--- config.mk ---
export PLATFORM = sky130hd
export DESIGN_NAME = iir_biquad_tdm
export DESIGN_NICKNAME = d
export VERILOG_FILES = /design/src/rtl/iir_pkg.sv /design/src/rtl/iir_mac.sv /design/src/rtl/iir_biquad_tdm.sv
export SDC_FILE = /design/constraint.sdc
export NUM_CORES = 1
export LEC_CHECK = 0
export ABC_AREA = 1
export ABC_CLOCK_PERIOD_IN_PS = 18900
export BUFFER_PORTS_ARGS = -buffer_cell sky130_fd_sc_hd__buf_4
export CORE_ASPECT_RATIO = 0.7
export CORE_MARGIN = 2
export CORE_UTILIZATION = 36
export CTS_CLUSTER_SIZE = 10
export DETAILED_ROUTE_END_ITERATION = 10
export HOLD_SLACK_MARGIN = 0.12
export PLACE_DENSITY = 0.54
export SLEW_MARGIN = 0
export SYNTH_ARGS = -nofsm -noshare
export SYNTH_HDL_FRONTEND = slang
export SYNTH_HIERARCHICAL = 1
export SYNTH_SLANG_ARGS = --single-unit
--- constraint.sdc ---
create_clock -name clk -period 18.9 [get_ports clk]
set_clock_uncertainty 0.15 [all_clocks]
set_input_delay 0.945 -clock clk [delete_from_list [all_inputs] [get_ports clk]]
set_output_delay 0.945 -clock clk [all_outputs]
set_load 0.03 [all_outputs]
--- src/rtl/iir_pkg.sv ---
// Shared definitions for the time-multiplexed biquad.
//   - coefficient select codes written through coef_sel
//   - controller state encoding
//   - power-up coefficient set (Q.FRAC with FRAC = 11)
//   - width helpers for the accumulator and the channel tag
package iir_pkg;

  localparam logic [2:0] C_B0 = 3'd0;
  localparam logic [2:0] C_B1 = 3'd1;
  localparam logic [2:0] C_B2 = 3'd2;
  localparam logic [2:0] C_A1 = 3'd3;
  localparam logic [2:0] C_A2 = 3'd4;

  typedef enum logic [2:0] {
    S_IDLE = 3'd0,
    S_MAC0 = 3'd1,
    S_MAC1 = 3'd2,
    S_MAC2 = 3'd3,
    S_MAC3 = 3'd4,
    S_MAC4 = 3'd5,
    S_OUT  = 3'd6
  } state_t;

  localparam int DEF_B0 = 2048;
  localparam int DEF_B1 = 988;
  localparam int DEF_B2 = 2048;
  localparam int DEF_A1 = -1099;
  localparam int DEF_A2 = 699;

  // Five products of a CW x max(DW_IN,DW_OUT) multiply need 3 guard bits.
  function automatic int acc_width(input int dw_in, input int dw_out, input int cw);
    return ((dw_in > dw_out) ? dw_in : dw_out) + cw + 3;
  endfunction

  function automatic int ch_width(input int nch);
    return (nch <= 1) ? 1 : $clog2(nch);
  endfunction

endpackage

--- src/rtl/iir_mac.sv ---
// Shared multiply-accumulate for the biquad controller.
// One signed coef x opnd product per enabled cycle is added to or
// subtracted from the accumulator; clr restarts the sum from zero so the
// first product of a sample loads rather than accumulates.
// Ports:
//   clk, rst     clock, asynchronous active-high reset
//   en           update the accumulator this cycle
//   clr          discard the previous sum (used with en on the first term)
//   sub          subtract the product instead of adding it
//   coef, opnd   signed multiplier inputs
//   acc          signed accumulator
module iir_mac
  import iir_pkg::*;
#(
  parameter int AW    = 9,
  parameter int BW    = 14,
  parameter int ACC_W = 26
) (
  input  logic                    clk,
  input  logic                    rst,
  input  logic                    en,
  input  logic                    clr,
  input  logic                    sub,
  input  logic signed [BW-1:0]    coef,
  input  logic signed [AW-1:0]    opnd,
  output logic signed [ACC_W-1:0] acc
);

  logic signed [AW+BW-1:0]  prod;
  logic signed [ACC_W-1:0]  prod_ext;
  logic signed [ACC_W-1:0]  base;

  assign prod     = coef * opnd;
  assign prod_ext = ACC_W'(prod);
  assign base     = clr ? '0 : acc;

  always_ff @(posedge clk or posedge rst) begin
    if (rst) begin
      acc <= '0;
    end else if (en) begin
      acc <= sub ? (base - prod_ext) : (base + prod_ext);
    end
  end

endmodule

--- src/rtl/iir_biquad_tdm.sv ---
// Second-order IIR section with programmable coefficients and NCH
// time-multiplexed channels, each with its own x/y history.
//   acc = b0*x + b1*x1 + b2*x2 - a1*y1 - a2*y2,  y = acc >>> FRAC
// One product per cycle through iir_mac: accept -> MAC0..MAC4 -> OUT.
// Ports:
//   clk, rst                 clock, asynchronous active-high reset
//   in_valid/in_ready        sample handshake (ready only while idle)
//   in_data, in_ch           signed sample and its channel tag
//   out_valid/out_ready      result handshake, result held until taken
//   out_data, out_ch         signed result and its channel tag
//   coef_we/sel/wdata        coefficient write (b0,b1,b2,a1,a2 = 0..4)
//   hist_clr                 zero all channel histories (idle only)
//   err                      [0] rejected coefficient write, [1] bad channel
module iir_biquad_tdm
  import iir_pkg::*;
#(
  parameter int DW_IN  = 8,
  parameter int DW_OUT = 9,
  parameter int CW     = 14,
  parameter int FRAC   = 11,
  parameter int NCH    = 1,
  parameter int ROUND  = 0,
  parameter int SAT    = 1,
  localparam int CHW   = ch_width(NCH)
) (
  input  logic                     clk,
  input  logic                     rst,
  input  logic                     in_valid,
  output logic                     in_ready,
  input  logic signed [DW_IN-1:0]  in_data,
  input  logic [CHW-1:0]           in_ch,
  output logic                     out_valid,
  input  logic                     out_ready,
  output logic signed [DW_OUT-1:0] out_data,
  output logic [CHW-1:0]           out_ch,
  input  logic                     coef_we,
  input  logic [2:0]               coef_sel,
  input  logic signed [CW-1:0]     coef_wdata,
  input  logic                     hist_clr,
  output logic [1:0]               err
);

  localparam int ACC_W = acc_width(DW_IN, DW_OUT, CW);
  localparam int MW    = (DW_IN > DW_OUT) ? DW_IN : DW_OUT;

  localparam logic signed [ACC_W-1:0] HALF =
    (ROUND != 0 && FRAC > 0) ? (ACC_W'(1) <<< ((FRAC > 0) ? FRAC - 1 : 0)) : '0;
  localparam logic signed [ACC_W-1:0] YMAX = ACC_W'((64'sd1 <<< (DW_OUT - 1)) - 64'sd1);
  localparam logic signed [ACC_W-1:0] YMIN = ~YMAX;

  state_t state, state_nxt;

  logic signed [CW-1:0]     coef     [5];
  logic signed [CW-1:0]     coef_act [5];
  logic signed [DW_IN-1:0]  x1 [NCH];
  logic signed [DW_IN-1:0]  x2 [NCH];
  logic signed [DW_OUT-1:0] y1 [NCH];
  logic signed [DW_OUT-1:0] y2 [NCH];
  logic signed [DW_IN-1:0]  x_cur;
  logic [CHW-1:0]           ch_cur;

  logic                     idle, accept, ch_ok, start, coef_ok, coef_rej;
  logic                     mac_en, mac_clr, mac_sub;
  logic signed [CW-1:0]     mac_coef;
  logic signed [MW-1:0]     mac_opnd;
  logic signed [ACC_W-1:0]  acc;
  logic signed [DW_OUT-1:0] y_out;

  function automatic logic signed [CW-1:0] def_coef(input int i);
    case (i)
      0:       return CW'(DEF_B0);
      1:       return CW'(DEF_B1);
      2:       return CW'(DEF_B2);
      3:       return CW'(DEF_A1);
      default: return CW'(DEF_A2);
    endcase
  endfunction

  // Floor or round-half-up rescale from Q.FRAC back to integer samples.
  function automatic logic signed [ACC_W-1:0] rescale(input logic signed [ACC_W-1:0] a);
    logic signed [ACC_W-1:0] r;
    r = a + HALF;
    return r >>> FRAC;
  endfunction

  function automatic logic signed [DW_OUT-1:0] saturate(input logic signed [ACC_W-1:0] v);
    if (SAT != 0 && v > YMAX) return YMAX[DW_OUT-1:0];
    if (SAT != 0 && v < YMIN) return YMIN[DW_OUT-1:0];
    return v[DW_OUT-1:0];
  endfunction

  assign idle     = (state == S_IDLE);
  assign accept   = in_valid && idle;
  assign ch_ok    = ({{(32-CHW){1'b0}}, in_ch} < 32'(NCH));
  assign start    = accept && ch_ok;
  assign coef_ok  = coef_we && idle && (coef_sel <= C_A2);
  assign coef_rej = coef_we && !coef_ok;

  // The accumulator is idle in OUT, so the result is stable until taken.
  assign y_out    = saturate(rescale(acc));
  assign out_data = y_out;
  assign out_ch   = ch_cur;

  always_ff @(posedge clk or posedge rst) begin
    if (rst) state <= S_IDLE;
    else     state <= state_nxt;
  end

  always_comb begin
    state_nxt = state;
    case (state)
      S_IDLE:  if (start) state_nxt = S_MAC0;
      S_MAC0:  state_nxt = S_MAC1;
      S_MAC1:  state_nxt = S_MAC2;
      S_MAC2:  state_nxt = S_MAC3;
      S_MAC3:  state_nxt = S_MAC4;
      S_MAC4:  state_nxt = S_OUT;
      S_OUT:   if (out_ready) state_nxt = S_IDLE;
      default: state_nxt = S_IDLE;
    endcase
  end

  always_comb begin
    in_ready  = (state == S_IDLE);
    out_valid = (state == S_OUT);
    mac_en    = 1'b0;
    mac_clr   = 1'b0;
    mac_sub   = 1'b0;
    mac_coef  = coef_act[C_B0];
    mac_opnd  = MW'(x_cur);
    case (state)
      S_MAC0: begin
        mac_en  = 1'b1;
        mac_clr = 1'b1;
      end
      S_MAC1: begin
        mac_en   = 1'b1;
        mac_coef = coef_act[C_B1];
        mac_opnd = MW'(x1[ch_cur]);
      end
      S_MAC2: begin
        mac_en   = 1'b1;
        mac_coef = coef_act[C_B2];
        mac_opnd = MW'(x2[ch_cur]);
      end
      S_MAC3: begin
        mac_en   = 1'b1;
        mac_sub  = 1'b1;
        mac_coef = coef_act[C_A1];
        mac_opnd = MW'(y1[ch_cur]);
      end
      S_MAC4: begin
        mac_en   = 1'b1;
        mac_sub  = 1'b1;
        mac_coef = coef_act[C_A2];
        mac_opnd = MW'(y2[ch_cur]);
      end
      default: ;
    endcase
  end

  always_ff @(posedge clk or posedge rst) begin
    if (rst) err <= '0;
    else     err <= {accept && !ch_ok, coef_rej};
  end

  // Programmed coefficients; a write lands at the edge ending the idle cycle.
  always_ff @(posedge clk or posedge rst) begin
    if (rst) begin
      for (int i = 0; i < 5; i++) coef[i] <= def_coef(i);
    end else if (coef_ok) begin
      coef[coef_sel] <= coef_wdata;
    end
  end

  // Snapshot at acceptance so a write in the same cycle affects only later samples.
  always_ff @(posedge clk or posedge rst) begin
    if (rst) begin
      x_cur  <= '0;
      ch_cur <= '0;
      for (int i = 0; i < 5; i++) coef_act[i] <= def_coef(i);
    end else if (start) begin
      x_cur    <= in_data;
      ch_cur   <= in_ch;
      coef_act <= coef;
    end
  end

  // History advances only when the result is handed off (post-saturation y).
  always_ff @(posedge clk or posedge rst) begin
    if (rst) begin
      for (int i = 0; i < NCH; i++) begin
        x1[i] <= '0;
        x2[i] <= '0;
        y1[i] <= '0;
        y2[i] <= '0;
      end
    end else if (idle && hist_clr) begin
      for (int i = 0; i < NCH; i++) begin
        x1[i] <= '0;
        x2[i] <= '0;
        y1[i] <= '0;
        y2[i] <= '0;
      end
    end else if (out_valid && out_ready) begin
      x2[ch_cur] <= x1[ch_cur];
      x1[ch_cur] <= x_cur;
      y2[ch_cur] <= y1[ch_cur];
      y1[ch_cur] <= y_out;
    end
  end

  iir_mac #(
    .AW    (MW),
    .BW    (CW),
    .ACC_W (ACC_W)
  ) u_mac (
    .clk  (clk),
    .rst  (rst),
    .en   (mac_en),
    .clr  (mac_clr),
    .sub  (mac_sub),
    .coef (mac_coef),
    .opnd (mac_opnd),
    .acc  (acc)
  );

endmodule

==> metrics.md <==
| Metric | Value |
|---|---|
| Outcome | completed |
| Most common cell on crit path | nand2_1 |
| Most common cell after layout, fill and taps aside | nand2_1 |
| Unrepaired setup endpoints after global routing | false |
| Setup tns final | 0 ps |
| Worst setup EP type | register |
| # fillers | 4669 |
| Largest net degree at the start of global routing | 121 |
| Crit path DAT | 9580 ps |
| Met3 Use GR | 2.61% |
| Crit Path Category | reg -> reg |
| GR Util met2 | between 20% and 30% |
| Fmax achieved | between 100 and 150 MHz |
| DP Wirelength | 34.1 mm |
| Worst-margin pin slew | 1170 ps |
| Routed WL | 45.6 mm |
| Most frequent cells in the layout | nand2_1 (764), inv_1 (346), dfrtp_1 (162) |
| Clk slew on worst S/H paths | 60 ps |
| CTS Sinks | 214 |
| Antenna cells | 0 |
| Met1 Track Usage GR | 31.8% |
| Total grt overflow | 0 |
| DRT antenna net count | 0 |
| Gr usage total | 19.9% |
| EDFF count, synth | 0 |
| Final Max Slew Viols | 0 |
| Seq/Total Area, Yosys | between 30% and 40% |
| Synthesized instance count | between 2000 and 2500 |
| CTS tree | built |
| Final setup violation count | 0 |
| Mean Syn Cell Area | 7.48 um2 |
| Yosys top cell area share | between 20% and 30% |
| Share of cells above drive strength 1 | under 10% |
| I/O pin count | between 40 and 50 |
| # Post-CTS Setup Buffers | 0 |
| DIE WIDTH | 258 um |
| Port Buffers | 45 |
| Biggest area consumer among synthesized cells | dfrtp_1 |
| Max-slew headroom | 22.0% |
| Sequential cell area | between 5000 and 6000 um2 |
| H-Tree Depth | 1 |
| Avg WL per Cell | 16.3 um |
| CTS Hold Bufs | 0 |
| CTS Buffer Depth | 3 |
| CTS resizes | 0 |
| Xor and xnor fraction of the mapped netlist area | 2.14% |
| Share of flip-flops with an asynchronous set or reset | 100% |
| Initial core utilization | 36.2% |
| Vias per cell | 4.86 |
| Top FF cell, synth | dfrtp_1 |
| Die height | 182 um |
| Post-synthesis mux area share | 0% |
| Final min period | around 9300 ps |
| Final Hold Viols | 0 |
| Compound-Gate Fraction of Synth Area | slightly above 7% |
| 1st-iter DRT viols | 999 |
| DR DRC count | 0 |
| Number of global-route vias before repair | 13500 |
| Max-cap check violation count | 0 |
| RePlAce Congestion | 0.897 |
| Clock latency on the worst-skew pair | around 550 ps |
| Number of distinct library cells after synthesis | 49 |
| Net count after synthesis | around 2400 |
| Synth Cell Area | 16200 um2 |
| Synth Register Bits | 214 |
| CP peak stage delay | ~700 ps |
| Multi-input logic area | 9070 um2 |
| Crit-path slowest cell | nand2_1 |
| Highest fanout seen on the critical path | 22 |
| Post-Synth Simple-Gate Area | 27.8% |
| Fin nets | 2388 |
| Drt pass-1 iters | 5 |
| CTS Buf Count | 26 |
| Synth Area in Adders | approximately a fifth |
| Final Cycle Share | 49.2% |
| Class of the worst hold path | reg -> reg |
| Worst Setup Start Kind | register |
| Root buffer cell | clkbuf_16 |
| Initial antenna violation count | 0 |
| Number of cell rows | 65 |
| Die ar. | roughly 47000 um2 |
| Largest family of logic cells by synthesized area | simple AND/OR/NAND/NOR gates |
| Routed vias | 13600 |
| CP required | about 19000 ps |
| Synth Warn # | 6 |
| Busiest grt layer | met1 |
| Syn-to-layout area delta | 9.63% |
| Largest cells by area after synthesis | dfrtp_1 (25%), nand2_1 (18%), fa_1 (13%), dfstp_2 (8.4%), inv_1 (8.0%) |
| CORE AREA | 44800 um2 |
| First-pass GRT wire length | 74.5 mm |
logic make-up after synthesis:
| kind of cell | after synthesis |
|---|---|
| and+or+nand+nor | 1081 |
| buffers and inverters | 440 |
| AOI/OAI and AO/OA | 219 |
| DFF | 214 |
| adders and majority gates | 180 |
| xor gates and xnor gates | 38 |
path summary, 6_finish.rpt:
path	from	end	depth (start not counted)	slack (ps)
worst max-delay path	state[0]$_DFFE_PP0P_	u_mac/acc[24]$_DFFE_PP0P_	39	9590
max in group asynchronous	rst	coef_act[41]$_DFFE_PP0P_	3	16750
min in group asynchronous	rst	y2[6]$_DFFE_PP0P_	2	410
worst min-delay path	coef_act[67]$_DFFE_PP1P_	coef_act[67]$_DFFE_PP1P_	2	310
worst max register to register	state[0]$_DFFE_PP0P_	u_mac/acc[24]$_DFFE_PP0P_	39	9590
worst min register to register	coef_act[67]$_DFFE_PP1P_	coef_act[67]$_DFFE_PP1P_	2	310
stage by stage:
step	hold slack [ps]	area, um2	std cells	util, %	setup WS (ps)
6_report	311	17800	2799	39.7	9590
3_5_place_dp	303	17000	2751	38.0	9710
5_1_grt	323	17800	2799	39.7	8930
3_3_place_gp	301	17000	2751	38.0	9780
2_1_floorplan	292	16200	2172	-	11490
4_1_cts	312	17800	2799	39.7	9710
worst max-delay path: cells and delay by family, from the launching register on:
family / cells / cell delay [ps]
simple gates: 22 / 3640
fa+ha+maj: 7 / 3360
buf+inv: 5 / 780
compound gates: 4 / 550
flops: 1 / 420
xor+xnor: 1 / 220
final cells by class:
cell class,instances,share of cell area [%]
Clock inverter,4,0.176
Timing Repair Buffer,61,2.57
Sequential cell,214,30.4
Clock buffer,44,4.09
Multi-Input combinational cell,1518,51.0
Inverter,355,7.53
Tap cell,603,4.24
synth_stat cells, types with 3 or more instances:
master / instances
nor2_4: 5
xor2_1: 24
xnor2_1: 12
nor2_1: 111
nand4_1: 10
o211ai_1: 4
nand3_1: 120
or2_2: 13
and2_1: 3
nand2_2: 15
nand3_2: 8
nor4_1: 4
a21oi_1: 47
buf_6: 7
o21ai_0: 123
nor2_2: 10
nor3_1: 4
inv_1: 347
o22ai_1: 20
o21ai_1: 14
buf_2: 23
nand2_1: 764
fa_1: 106
nand3b_1: 5
dfrtp_1: 162
clkbuf_1: 50
a31oi_1: 4
buf_4: 4
ha_1: 74
inv_2: 7
dfstp_2: 52
registers in the layout, summed over array words and instances (netlist names):
register	count
x1	8
state	3
y1	9
err	2
x_cur	8
coef_act	70
coef	70
out_ch	1
y2	9
x2	8
u_mac/acc	26
per-layer routing:
layer | wire length (um) | vias to the layer above | share of wire (%)
met5 | 0 | - | 0
met4 | 724 | 0 | 1.6
met3 | 2250 | 43 | 4.9
met2 | 18500 | 303 | 41
met1 | 24200 | 6596 | 53
li1 | - | 6653 | -
Power is not shown: default switching activity piles up to over one toggle a cycle in this logic, so the estimate is an artifact.
